**src/rtl/imem_arb_pkg.sv**
```systemverilog
// rtl/imem_arb_pkg.sv - shared state type and constants for the instruction-memory fetch arbiter
package imem_arb_pkg;

  typedef enum logic {
    IDLE  = 1'b0,
    FETCH = 1'b1
  } arb_state_e;

  localparam int FETCH_BYTES      = 4;
  localparam int IDX_W            = $clog2(FETCH_BYTES);
  localparam int STARVE_LIMIT_DEF = 8;

endpackage

```
**src/rtl/imem_word_assembler.sv**
```systemverilog
// rtl/imem_word_assembler.sv - byte lanes and little-endian instruction word register
module imem_word_assembler
  import imem_arb_pkg::*;
(
  input  logic             clk,
  input  logic             rst,
  input  logic             cap_en_i,
  input  logic             done_i,
  input  logic [IDX_W-1:0] idx_i,
  input  logic [7:0]       rdata_i,
  output logic [31:0]      inst_o
);

  logic [7:0]  lane_q [FETCH_BYTES];
  logic [31:0] inst_q;

  always_ff @(posedge clk or posedge rst) begin
    if (rst) begin
      for (int i = 0; i < FETCH_BYTES; i++) lane_q[i] <= '0;
      inst_q <= '0;
    end else begin
      if (cap_en_i) lane_q[idx_i] <= rdata_i;
      // The top byte arrives in the completing cycle, so take it straight from the read port.
      if (done_i) inst_q <= {rdata_i, lane_q[2], lane_q[1], lane_q[0]};
    end
  end

  assign inst_o = inst_q;

endmodule

```
**src/rtl/imem_fetch_arbiter.sv**
```systemverilog
// rtl/imem_fetch_arbiter.sv - arbitrates loader byte writes and 4-byte instruction fetches on one memory port
// Optional fetch anti-starvation counter: IMEM_ARB_FAIRNESS_EN.
module imem_fetch_arbiter
  import imem_arb_pkg::*;
#(
  parameter int ADDR_W       = 16,
  parameter int STARVE_LIMIT = STARVE_LIMIT_DEF
) (
  input  logic              clk,
  input  logic              rst,
  input  logic              f_req,
  input  logic [31:0]       f_addr,
  input  logic              f_flush,
  output logic              f_ready,
  output logic              f_valid,
  output logic [31:0]       f_inst,
  output logic              f_misalign,
  input  logic              l_req,
  input  logic [ADDR_W-1:0] l_addr,
  input  logic [7:0]        l_wdata,
  output logic              l_gnt,
  output logic [ADDR_W-1:0] mem_addr,
  output logic              mem_we,
  output logic [7:0]        mem_wdata,
  input  logic [7:0]        mem_rdata
);

  localparam logic [IDX_W-1:0] LAST_IDX = IDX_W'(FETCH_BYTES - 1);

  arb_state_e        state_q, state_d;
  logic [IDX_W-1:0]  idx_q, idx_d;
  logic [ADDR_W-1:0] base_q, base_d;
  logic              mis_q, mis_d;
  logic              f_valid_q, f_valid_d;
  logic              f_mis_q, f_mis_d;
  logic              accept, cap_en, done, fetch_prio;

  if (STARVE_LIMIT < 1) begin : g_bad_limit
    $error("STARVE_LIMIT must be at least 1");
  end

  if (ADDR_W < 32) begin : g_unused_hi
    logic unused_f_addr_hi;
    assign unused_f_addr_hi = ^f_addr[31:ADDR_W];
  end

  always_comb begin
    state_d   = state_q;
    idx_d     = idx_q;
    base_d    = base_q;
    mis_d     = mis_q;
    f_valid_d = 1'b0;
    f_mis_d   = 1'b0;
    f_ready   = 1'b0;
    l_gnt     = 1'b0;
    mem_we    = 1'b0;
    mem_addr  = '0;
    mem_wdata = '0;
    cap_en    = 1'b0;
    done      = 1'b0;
    accept    = 1'b0;
    case (state_q)
      IDLE: begin
        // A flush in the accept cycle cancels the fetch by withholding f_ready.
        if (fetch_prio) begin
          f_ready = !f_flush;
        end else begin
          l_gnt   = l_req;
          f_ready = !l_req && !f_flush;
        end
        accept = f_req && f_ready;
        if (l_gnt) begin
          mem_we    = 1'b1;
          mem_addr  = l_addr;
          mem_wdata = l_wdata;
        end
        if (accept) begin
          base_d  = {f_addr[ADDR_W-1:2], 2'b00};
          mis_d   = |f_addr[1:0];
          idx_d   = '0;
          state_d = FETCH;
        end
      end
      FETCH: begin
        mem_addr = base_q + {{(ADDR_W-IDX_W){1'b0}}, idx_q};
        if (f_flush) begin
          state_d = IDLE;
          idx_d   = '0;
        end else begin
          cap_en = 1'b1;
          if (idx_q == LAST_IDX) begin
            done      = 1'b1;
            state_d   = IDLE;
            idx_d     = '0;
            f_valid_d = 1'b1;
            f_mis_d   = mis_q;
          end else begin
            idx_d = idx_q + IDX_W'(1);
          end
        end
      end
      default: state_d = IDLE;
    endcase
  end

  always_ff @(posedge clk or posedge rst) begin
    if (rst) begin
      state_q   <= IDLE;
      idx_q     <= '0;
      base_q    <= '0;
      mis_q     <= 1'b0;
      f_valid_q <= 1'b0;
      f_mis_q   <= 1'b0;
    end else begin
      state_q   <= state_d;
      idx_q     <= idx_d;
      base_q    <= base_d;
      mis_q     <= mis_d;
      f_valid_q <= f_valid_d;
      f_mis_q   <= f_mis_d;
    end
  end

`ifdef IMEM_ARB_FAIRNESS_EN
  localparam int CNT_W = $clog2(STARVE_LIMIT + 1);

  logic [CNT_W-1:0] starve_q, starve_d;

  // Counts back-to-back loader wins while a fetch is pending; saturates at the limit.
  always_comb begin
    starve_d = starve_q;
    if (!f_req || accept) begin
      starve_d = '0;
    end else if (l_gnt && (starve_q != CNT_W'(STARVE_LIMIT))) begin
      starve_d = starve_q + CNT_W'(1);
    end
  end

  always_ff @(posedge clk or posedge rst) begin
    if (rst) starve_q <= '0;
    else     starve_q <= starve_d;
  end

  assign fetch_prio = (starve_q == CNT_W'(STARVE_LIMIT));
`else
  assign fetch_prio = 1'b0;
`endif

  imem_word_assembler u_asm (
    .clk      (clk),
    .rst      (rst),
    .cap_en_i (cap_en),
    .done_i   (done),
    .idx_i    (idx_q),
    .rdata_i  (mem_rdata),
    .inst_o   (f_inst)
  );

  assign f_valid    = f_valid_q;
  assign f_misalign = f_mis_q;

endmodule

```
**config.mk**
```make
export PLATFORM = sky130hd
export DESIGN_NAME = imem_fetch_arbiter
export DESIGN_NICKNAME = d
export VERILOG_FILES = /design/src/rtl/imem_arb_pkg.sv /design/src/rtl/imem_word_assembler.sv /design/src/rtl/imem_fetch_arbiter.sv
export SDC_FILE = /design/constraint.sdc
export NUM_CORES = 1
export LEC_CHECK = 0
export ABC_AREA = 1
export BUFFER_PORTS_ARGS = -buffer_cell sky130_fd_sc_hd__buf_2
export CAP_MARGIN = 0
export CELL_PAD_IN_SITES_DETAIL_PLACEMENT = 1
export CELL_PAD_IN_SITES_GLOBAL_PLACEMENT = 1
export CORE_AREA = 8 8 105 107
export CTS_CLUSTER_SIZE = 28
export DETAILED_ROUTE_END_ITERATION = 10
export DIE_AREA = 0 0 113 115
export GPL_ROUTABILITY_DRIVEN = 0
export PLACE_DENSITY_LB_ADDON = 0.1
export SLEW_MARGIN = 20
export SYNTH_ARGS = -nofsm -noshare
export SYNTH_HDL_FRONTEND = slang
export SYNTH_SLANG_ARGS = --single-unit
```
**constraint.sdc**
```tcl
create_clock -name clk -period 6.2 [get_ports clk]
set_clock_uncertainty 0.05 [all_clocks]
set_input_delay 0.93 -clock clk [delete_from_list [all_inputs] [get_ports clk]]
set_output_delay 0.93 -clock clk [all_outputs]
set_load 0.01 [all_outputs]
```
==> results of run 1 <==
## how the worst max path moves through the flow
stage	from	endpoint	slack, ns	cells past startpoint
finish	state_q	mem_addr[1]	2.94	6
global placement	state_q	mem_addr[1]	3.30	6
global route	state_q	mem_addr[1]	2.66	6
CTS	state_q	mem_addr[1]	2.89	6
floorplan	rst	base_q[10]	3.28	1
detailed placement	state_q	mem_addr[1]	3.27	6
## routing by layer
layer / global-route usage, % / vias up
li1: - / 1469
met1: 19.4 / 1418
met2: 25.4 / 73
met3: 3.52 / 12
met4: 5.86 / 0
met5: 0 / -
## per-stage QoR
stage,util [%],area (um2),hold WS [ns]
4_1_cts,44.8,4230,0.425
6_report,44.8,4230,0.421
5_1_grt,44.8,4230,0.444
3_3_place_gp,41.6,3940,0.401
3_5_place_dp,41.6,3940,0.404
2_1_floorplan,-,3350,0.392
## sequential cells by signal, summed over array words and instances (netlist names)
register      cells
f_misalign        1
base_q           14
idx_q             2
u_asm.lane_q     24
state_q           1
f_valid           1
u_asm.inst_o     32
mis_q             1
## cells by family (layout without fill, tap and decap cells)
| kind of cell | Yosys count | in the layout | synth area share, % |
|---|---|---|---|
| adder cells (fa/ha/maj) | 5 | 5 | 1.87 |
| AND/OR/NAND/NOR | 297 | 297 | 35.6 |
| AO/OA/AOI/OAI | 3 | 3 | 0.448 |
| buffers and inverters | 31 | 143 | 5.27 |
| flip-flops | 76 | 76 | 56.8 |
## layout make-up
class | instances | area, um2 | share of cell area [%]
Clock buffer | 10 | 138 | 3.25
Clock inverter | 6 | 159 | 3.75
Inverter | 13 | 50.0 | 1.18
Multi-Input combinational cell | 305 | 1270 | 30.0
Sequential cell | 76 | 1900 | 44.9
Tap cell | 114 | 143 | 3.37
Timing Repair Buffer | 114 | 573 | 13.5
## cell usage in the layout (no fill, tap or decap), drive strengths merged
cell and n:
clkbuf 10, nand3 3, buf 114, bufinv 5
nor3 1, dfrtp 76, o21ai 3, inv 12
nor2 15, nand2 263, clkinv 2, ha 5
nand4 15
## power breakdown
group / internal (mW) / switching (mW)
logic: 0.0828 / 0.130
registers: 0.595 / 0.0610
clock network: 0.361 / 0.187
## critical path, delay by kind of cell, from the launching register on
family | cells | cell delay [ns]
and+or+nand+nor | 2 | 0.25
AOI/OAI and AO/OA | 1 | 0.07
buffers and inverters | 3 | 0.67
DFF | 1 | 0.95
==> results by group, run 1 <==
Routing
  • Vias per cell: ~4.7
  • Post-DR wirelength/cell: 15.0 um
  • M1 WL: 4510 um
  • Drt total wl: around 9600 um
  • Routed wire length on met3: roughly 520 um
  • Remaining DRCs: 0
  • Uppermost layer routed: met4
  • Met2 WL: ~4400 um
  • Via count: 2972
  • Post-route antenna net violation count: 0
  • DRT Pass-1 Iters: 4
  • DRT iter0 DRCs: ~120

Global route
  • Initial antenna violation count: 0
  • Largest net degree at the start of global routing: 77
  • First-pass GRT wire length: 16200 um
  • Total track usage: 15.4%
  • Grt ovf: 0
  • Number of global-route vias before repair: between 3000 and 4000

Clocking
  • CTS Hold Bufs: 0
  • CTS sink count: 76
  • H-tree Lvls: 3
  • Number of setup buffers added after CTS: 0
  • Num CTS Buffers: 9
  • CTS root buf: clkbuf_8
  • CTS Buffer Depth: 2
  • Resized cells post-CTS: 0
  • Clk slew on worst S/H paths: 0.08 ns
  • Worst-Skew Late Latency: 0.34 ns
  • CTS tree: built

STA
  • Final Hold Vio Count: 0
  • Fin Setup TNS: 0 ns
  • Pins Over Slew Limit: 0
  • Setup ws final: between 2 and 3 ns
  • Slew HR: 35.7%
  • Post-layout min period: 3.26 ns
  • Fmax: 0.307 GHz
  • Worst-margin pin slew: 0.965 ns
  • Final setup viols: 0
  • RSZ-0062 raised after global routing: no
  • Post-route clock period utilization: 52.6%

Worst setup path
  • CP startpoint kind: register
  • R2r setup slk: roughly 4 ns
  • CP max stage delay: approximately 0.95 ns
  • End of the worst register-to-register path: u_asm.inst_o[6]
  • Worst EP required: 5.22 ns
  • Type of the worst setup path: reg2out
  • CP max FO: 25
  • Worst setup EP type: output port
  • Worst reg-to-reg path cell count: 4
  • Slowest cell on crit path: dfrtp_1
  • Critical-path cell list: inv_2 -> nand2_1 -> inv_2 -> nand2_1 -> o21ai_0 -> buf_2
  • Reg2reg start: state_q
  • Data arrival, critical path: ~2.3 ns

Power and ir drop
  • Final Power: 1.42 mW
  • PwrDens: 335 nW/um2
  • Leakage dissipation: 2.59 nW
  • Maximum vdd ir drop: 0.000141 V

Final layout
  • Final Non-Filler Cells: ~640
  • Antenna diode count: 0
  • Nets: 593
  • Filler cells: 1202
  • Layout cells sized above 1: 26.7%
  • Area grow syn2layout: 26.5%

Floorplanning
  • Rows: 36
  • Die extent in x: 113 um
  • Top Ports: 130
  • Core ar.: 9460 um2
  • Area of the die: 13000 um2
  • Die Y: 115 um
  • Starting Density: 35.4%

Job
  • Max cap viols: 0

Placed design
  • Setup WS pre-CTS: 3.27 ns
  • DP HPWL: 6860 um
  • Number of port buffers: about 110
  • Placed cell count: 622

Yosys
  • Post-synth EDFFs: 0
  • Synth Flop Type: dfrtp_1
  • Syn. warnings: 0
  • Async SR Flop Fraction: 100%
  • Cell count after synthesis: 412
  • Seq/Total Area, Yosys: approximately 57%
  • Synth cell count leaders: nand2_1 (261), dfrtp_1 (76), nand4_1 (15)
  • Synth area leaders: dfrtp_1 (57%), nand2_1 (29%), nand4_1 (2.8%)
  • Yosys cell types: 17
  • Top-count cell post-synth: nand2_1
  • Syn Std Cell Area: around 3300 um2
  • Syn avg cell area: 8.13 um2
  • Synthesized Nets: 486
  • Synth area leader: dfrtp_1
  • #FFs+latches synth: 76
  • Area share of the largest cell type after synthesis: 56.8%

Outcome
  • Status: finished, final reports clean

Min path
  • HP Start: u_asm.inst_o[30]
  • Worst Hold End: u_asm.inst_o[30]
  • Worst Hold Depth: 2
  • Hold crit path type: reg2reg
Power figures use the tool's default switching activity.
==> inputs of run 2 (changes only) <==
- CORE_AREA: 8 8 105 107 -> 8 8 109 111
- DIE_AREA: 0 0 113 115 -> 0 0 117 119
- clock period: 6.2 -> 3.4 ns (I/O delays scaled with it)
==> run 2 against run 1 <==
Against the previous run:
- design area down 0.71%
- combinational power is 85% higher
- routed wire length shrank 0.85%
- highest routed layer unchanged
- critical path type unchanged
- global-route usage is 0.88 points lower
==> results by group, run 2 (synthesized netlist as in run 1, its figures left out) <==
Outcome
  • Status: finished, final reports clean

Job
  • Max cap viols: 0 (unchanged)

Power and ir drop
  • Reg power frac: 50.4% (+4.1 points)
  • Final Power: 2.36 mW (+67%)
  • Internal: 1.69 mW (+62%)
  • Clock power frac: 32.9% (-5.7 points)
  • Part of the power in combinational logic: 16.7% (+1.7 points)
  • Net Switching: 0.674 mW (+78%)
  • Maximum vdd ir drop: 0.000234 V (+66%)
  • PwrDens: 562 nW/um2 (+68%)
  • Leakage dissipation: 2.57 nW (-0.97%)
  • Sw Share: 28.5% (+1.8 points)

Routing
  • Remaining DRCs: 0 (unchanged)
  • DRT Pass-1 Iters: 4 (unchanged)
  • Post-DR wirelength/cell: 14.4 um (-4.3%)
  • Via count: 2942 (-1.0%)
  • Vias per cell: 4.45 (-4.5%)
  • Drt total wl: 9510 um (-0.85%)
  • DRT iter0 DRCs: 85 (-31%)
  • Post-route antenna net violation count: 0 (unchanged)

Global route
  • First-pass GRT wire length: 16100 um (-0.85%)
  • Most used routing layer: met2
  • Total track usage: 14.6% (-0.88 points)
  • Grt ovf: 0 (unchanged)
  • GR Util met2: 23.9% (-1.5 points)
  • Number of global-route vias before repair: 3198 (-0.28%)
  • GRT met1 Usage: 18.5% (-0.88 points)
  • GR Layer Usage met3: 3.08% (-0.44 points)
  • Initial antenna violation count: 0 (unchanged)
  • Largest net degree at the start of global routing: 37 (-52%)

Clocking
  • Clk slew on worst S/H paths: 0.08 ns (about the same)
  • CTS sink count: 76 (unchanged)
  • Worst-Skew Late Latency: 0.34 ns (about the same)
  • CTS root buf: clkbuf_8
  • CTS Hold Bufs: 0 (unchanged)
  • CTS Buffer Depth: 2 (unchanged)
  • H-tree Lvls: 3 (unchanged)
  • Resized cells post-CTS: 0 (unchanged)
  • Number of setup buffers added after CTS: 0 (unchanged)
  • CTS tree: built
  • Num CTS Buffers: 9 (unchanged)

STA
  • Final Hold Vio Count: 0 (unchanged)
  • Final setup viols: 0 (unchanged)
  • WHS: 0.173 ns (-0.248 ns)
  • Post-route clock period utilization: 74.2%
  • Post-layout min period: 2.52 ns
  • RSZ-0062 raised after global routing: no
  • Slew HR: 48.0% (+12 points)
  • Fin Setup TNS: 0 ns (unchanged)
  • Worst-margin pin slew: 0.778 ns (-0.187 ns)
  • Setup ws final: 0.877 ns (-2.06 ns)
  • Fmax: 0.396 GHz
  • Pins Over Slew Limit: 0 (unchanged)

Final layout
  • Antenna diode count: 0 (unchanged)
  • Reg area: 1900 um2 (unchanged)
  • Final Non-Filler Cells: 661 (+3.6%)
  • Layout cells sized above 1: 26.9% (+0.14 points)
  • Commonest non-fill, non-tap cells in the layout: nand2_1 (261), buf_2 (113), dfrtp_1 (76), nand4_1 (15), nor2_1 (13)
  • Max reg flops: 32 (unchanged)
  • Nets: 595 (+0.34%)
  • Finished Core Util: 41.7% (-3.1 points)
  • Filler cells: 1278 (+6.3%)
  • Area grow syn2layout: 25.6%
  • Non-Filler Cell Area, Final: 4200 um2 (-0.71%)
  • Area of the multi-input gates: 1270 um2 (unchanged)
  • Most common cell after layout, fill and taps aside: nand2_1

Floorplanning
  • Die Y: 119 um (+3.5%)
  • Starting Density: 33.2% (-2.2 points)
  • Rows: 37 (+2.8%)
  • Area of the die: 13900 um2 (+7.1%)
  • Die extent in x: 117 um (+3.5%)
  • Core ar.: 10100 um2 (+6.7%)
  • Top Ports: 130 (unchanged)

Worst setup path
  • R2r setup slk: 1.60 ns (-2.40 ns)
  • Type of the worst setup path: reg2out
  • CP startpoint kind: register
  • Worst EP required: 2.84 ns (-2.38 ns)
  • Data arrival, critical path: 1.96 ns (-0.32 ns)
  • Worst reg-to-reg path cell count: 5 (+1)
  • Reg2reg start: idx_q[0]
  • Worst setup EP type: output port
  • End of the worst register-to-register path: u_asm.inst_o[22]
  • CP max FO: 25 (unchanged)

Placed design
  • Number of port buffers: 113 (unchanged)
  • Setup WS pre-CTS: 1.22 ns (-2.05 ns)
  • DP HPWL: 6920 um (+0.85%)
  • Placed Area: 3980 um2 (+1.1%)
  • Placed cell count: 646 (+3.9%)

Min path
  • Hold crit path type: in2async
run 2: changes by cell type in the layout (fill, tap and decap cells not counted), sizes merged:
cell      before  now
buf          114  116
bufinv         5    2
clkinvlp       0    1
clkbuf        10   11
run 2: power groups by stage:
stage          sequential [mW]  combinational, mW  clock (mW)
6_report                  1.19              0.394       0.776
5_1_grt                   1.22              0.465       0.838
4_1_cts                   1.19              0.409       0.799
3_5_place_dp              1.21              0.407           0
3_3_place_gp              1.20              0.390           0
2_1_floorplan             1.19              0.250           0
run 2: critical path: stages (launching register included):
cell and delay (ns):
dfrtp_1 0.36, buf_4 0.22, inv_2 0.33, nand2_1 0.11
inv_2 0.25, nand2_1 0.09, o21ai_0 0.08, buf_2 0.16
run 2: layout make-up:
cell class | count | share of cell area, %
sequential | 76 | 45.2
multi-input combinational | 305 | 30.2
timing repair buffer | 116 | 14.0
tap | 136 | 4.05
clock buffer | 11 | 3.60
clock inverter | 4 | 1.73
inverter | 13 | 1.19
run 2: metal layers:
layer  wire [um]  vias up  share of wire (%)
li1            -     1474                  -
met1        4370     1400                 46
met5           0        -                  0
met3         504        7                5.3
met2        4570       61                 48
met4          73        0               0.77
run 2: worst max path at each step:
stage	start	endpoint	slack (ns)	cells past startpoint
floorplan	rst	base_q[10]	0.90	1
global placement	state_q	mem_addr[0]	1.29	7
detailed placement	state_q	mem_addr[0]	1.22	7
CTS	state_q	mem_addr[0]	0.83	7
global route	state_q	mem_addr[0]	0.64	7
finish	state_q	mem_addr[0]	0.88	7
==> inputs of run 3 (changes only) <==
- CORE_AREA: 8 8 109 111 -> 8 8 113 115
- DIE_AREA: 0 0 117 119 -> 0 0 121 123
- clock period: 3.4 -> 2.3 ns (I/O delays scaled with it)
==> run 3 against run 2 <==
Against the previous run:
- setup slack got worse by 0.46 ns
- routed wire length rose by 6.3%
- count of clock-buffer cells in the layout fell by 1
- worst hold slack got worse by 0.14 ns
- global-route usage fell by 0.24 points
- core utilization fell by 2.3 points
- sequential share of layout area fell by 1.7 points
- final cell count rose by 2.1%
- combinational power rose by 51%
- critical path depth fell by 1
- critical endpoint unchanged
==> results by group, run 3 (synthesized netlist as in run 1, its figures left out) <==
Clocking
  • Number of setup buffers added after CTS: 0 (unchanged)
  • Resized cells post-CTS: 0 (unchanged)
  • Worst-Skew Late Latency: 0.32 ns (-0.02 ns)
  • CTS tree: built
  • Num CTS Buffers: 9 (unchanged)
  • Clk slew on worst S/H paths: 0.06 ns (-0.02 ns)
  • CTS Hold Bufs: 0 (unchanged)
  • CTS Buffer Depth: 2 (unchanged)
  • CTS root buf: clkbuf_16
  • H-tree Lvls: 3 (unchanged)
  • CTS sink count: 76 (unchanged)

Job
  • Max cap viols: 0 (unchanged)

Placed design
  • Setup WS pre-CTS: 0.608 ns (-0.615 ns)
  • Number of port buffers: 113 (unchanged)
  • Placed Area: 4050 um2 (+1.7%)
  • DP HPWL: 7410 um (+7.1%)

Final layout
  • Antenna diode count: 0 (unchanged)
  • Area grow syn2layout: 30.3%
  • Nets: 601 (+1.0%)
  • Most common cell after layout, fill and taps aside: nand2_1
  • Commonest non-fill, non-tap cells in the layout: nand2_1 (261), buf_2 (113), dfrtp_1 (76), nand4_1 (15), nor2_1 (13)
  • Reg area: 1900 um2 (unchanged)
  • Layout cells sized above 1: 27.6% (+0.77 points)
  • Non-Filler Cell Area, Final: 4360 um2 (+3.8%)
  • Filler cells: 1382 (+8.1%)
  • Finished Core Util: 39.4% (-2.3 points)
  • Area of the multi-input gates: 1270 um2 (unchanged)
  • Max reg flops: 32 (unchanged)

Worst setup path
  • CP startpoint kind: register
  • Slowest cell on crit path: dfrtp_1
  • Critical-path cell list: inv_2 -> nand2_1 -> inv_2 -> nand2_1 -> o21ai_0 -> buf_2
  • Data arrival, critical path: 1.49 ns (-0.47 ns)
  • Worst setup EP type: output port
  • Type of the worst setup path: reg2out
  • CP max stage delay: 0.42 ns (+0.06 ns)
  • Worst EP required: 1.90 ns (-0.94 ns)
  • CP max FO: 18 (-28%)

STA
  • Setup ws final: 0.413 ns (-0.464 ns)
  • Pins Over Slew Limit: 0 (unchanged)
  • Fmax: ~0.53 GHz
  • Post-layout min period: 1.89 ns
  • Final Hold Vio Count: 0 (unchanged)
  • Fin Setup TNS: 0 ns (unchanged)
  • Final setup viols: 0 (unchanged)
  • Worst-margin pin slew: 0.605 ns (-0.174 ns)
  • Post-route clock period utilization: 82.0%
  • RSZ-0062 raised after global routing: no
  • Slew HR: 59.6% (+12 points)
  • WHS: 0.0332 ns (-0.140 ns)

Global route
  • Initial antenna violation count: 0 (unchanged)
  • Grt ovf: 0 (unchanged)
  • Number of global-route vias before repair: 3314 (+3.6%)
  • Largest net degree at the start of global routing: 33 (-11%)
  • First-pass GRT wire length: 17000 um (+5.5%)
  • Total track usage: 14.3% (-0.24 points)

Floorplanning
  • Die Y: 123 um (+3.4%)
  • Area of the die: 14900 um2 (+6.9%)
  • Die extent in x: 121 um (+3.4%)
  • Starting Density: 30.2% (-2.9 points)
  • Top Ports: 130 (unchanged)
  • Rows: 39 (+5.4%)
  • Core ar.: 11100 um2 (+9.8%)

Power and ir drop
  • Maximum vdd ir drop: 0.000351 V (+50%)
  • Leakage dissipation: 2.64 nW (+2.8%)
  • PwrDens: 887 nW/um2 (+58%)

Min path
  • Hold crit path type: in2async

Outcome
  • Status: finished, final reports clean

Routing
  • DRT Pass-1 Iters: 4 (unchanged)
  • Via count: 2964 (+0.75%)
  • DRT iter0 DRCs: 79 (-7.1%)
  • Post-DR wirelength/cell: 15.0 um (+4.1%)
  • Post-route antenna net violation count: 0 (unchanged)
  • Vias per cell: 4.39 (-1.3%)
  • Drt total wl: 10100 um (+6.3%)
  • Remaining DRCs: 0 (unchanged)
[run 3: cell count changes in the layout (fill, tap and decap cells not counted), sizes merged]
cell,before,now
buf,116,122
clkbuf,11,10
clkinvlp,1,2
inv,12,13
[run 3: layout make-up]
class / count / share of cell area [%]
Inverter: 13 / 1.20
Sequential cell: 76 / 43.6
Tap cell: 143 / 4.10
Timing Repair Buffer: 122 / 14.8
Clock buffer: 10 / 5.25
Multi-Input combinational cell: 305 / 29.1
Clock inverter: 6 / 1.98
[run 3: layer usage]
layer / up-vias / wire length (um) / track usage (%)
met4: 0 / 108 / 4.92
met3: 8 / 365 / 2.65
li1: 1486 / - / -
met2: 52 / 5010 / 24.5
met5: - / 0 / 0
met1: 1418 / 4630 / 17.8
[run 3: report_power, final]
| group | switching [mW] | total (mW) | internal [mW] |
|---|---|---|---|
| Sequential | 0.161 | 1.77 | 1.61 |
| Combinational | 0.361 | 0.595 | 0.234 |
| Clock | 0.556 | 1.51 | 0.951 |
[run 3: path summary, 6_finish.rpt]
path	start	end	slack (ns)	cells past startpoint
max	state_q	mem_addr[0]	0.41	6
min	rst	u_asm.inst_o[12]	0.03	2
max reg2reg	idx_q[0]	u_asm.inst_o[1]	0.70	6
min reg2reg	u_asm.inst_o[14]	u_asm.inst_o[14]	0.41	2
max in group asynchronous	rst	u_asm.lane_q[20]	1.44	4
min in group clk	f_addr[12]	base_q[12]	0.21	3
[run 3: worst max-delay path: cells and delay by family (launching register included)]
family	cells	cell delay, ns
AOI/OAI and AO/OA	1	0.12
and+or+nand+nor	2	0.12
buffers and inverters	3	0.50
DFF	1	0.42
[run 3: stage by stage]
| step | power [mW] | cells |
|---|---|---|
| final | 3.87 | 675 |
| after floorplan | 2.13 | 412 |
| after global routing | 4.11 | 675 |
| after CTS | 3.93 | 675 |
| after detailed placement | 2.40 | 659 |
| after global placement | 2.37 | 659 |
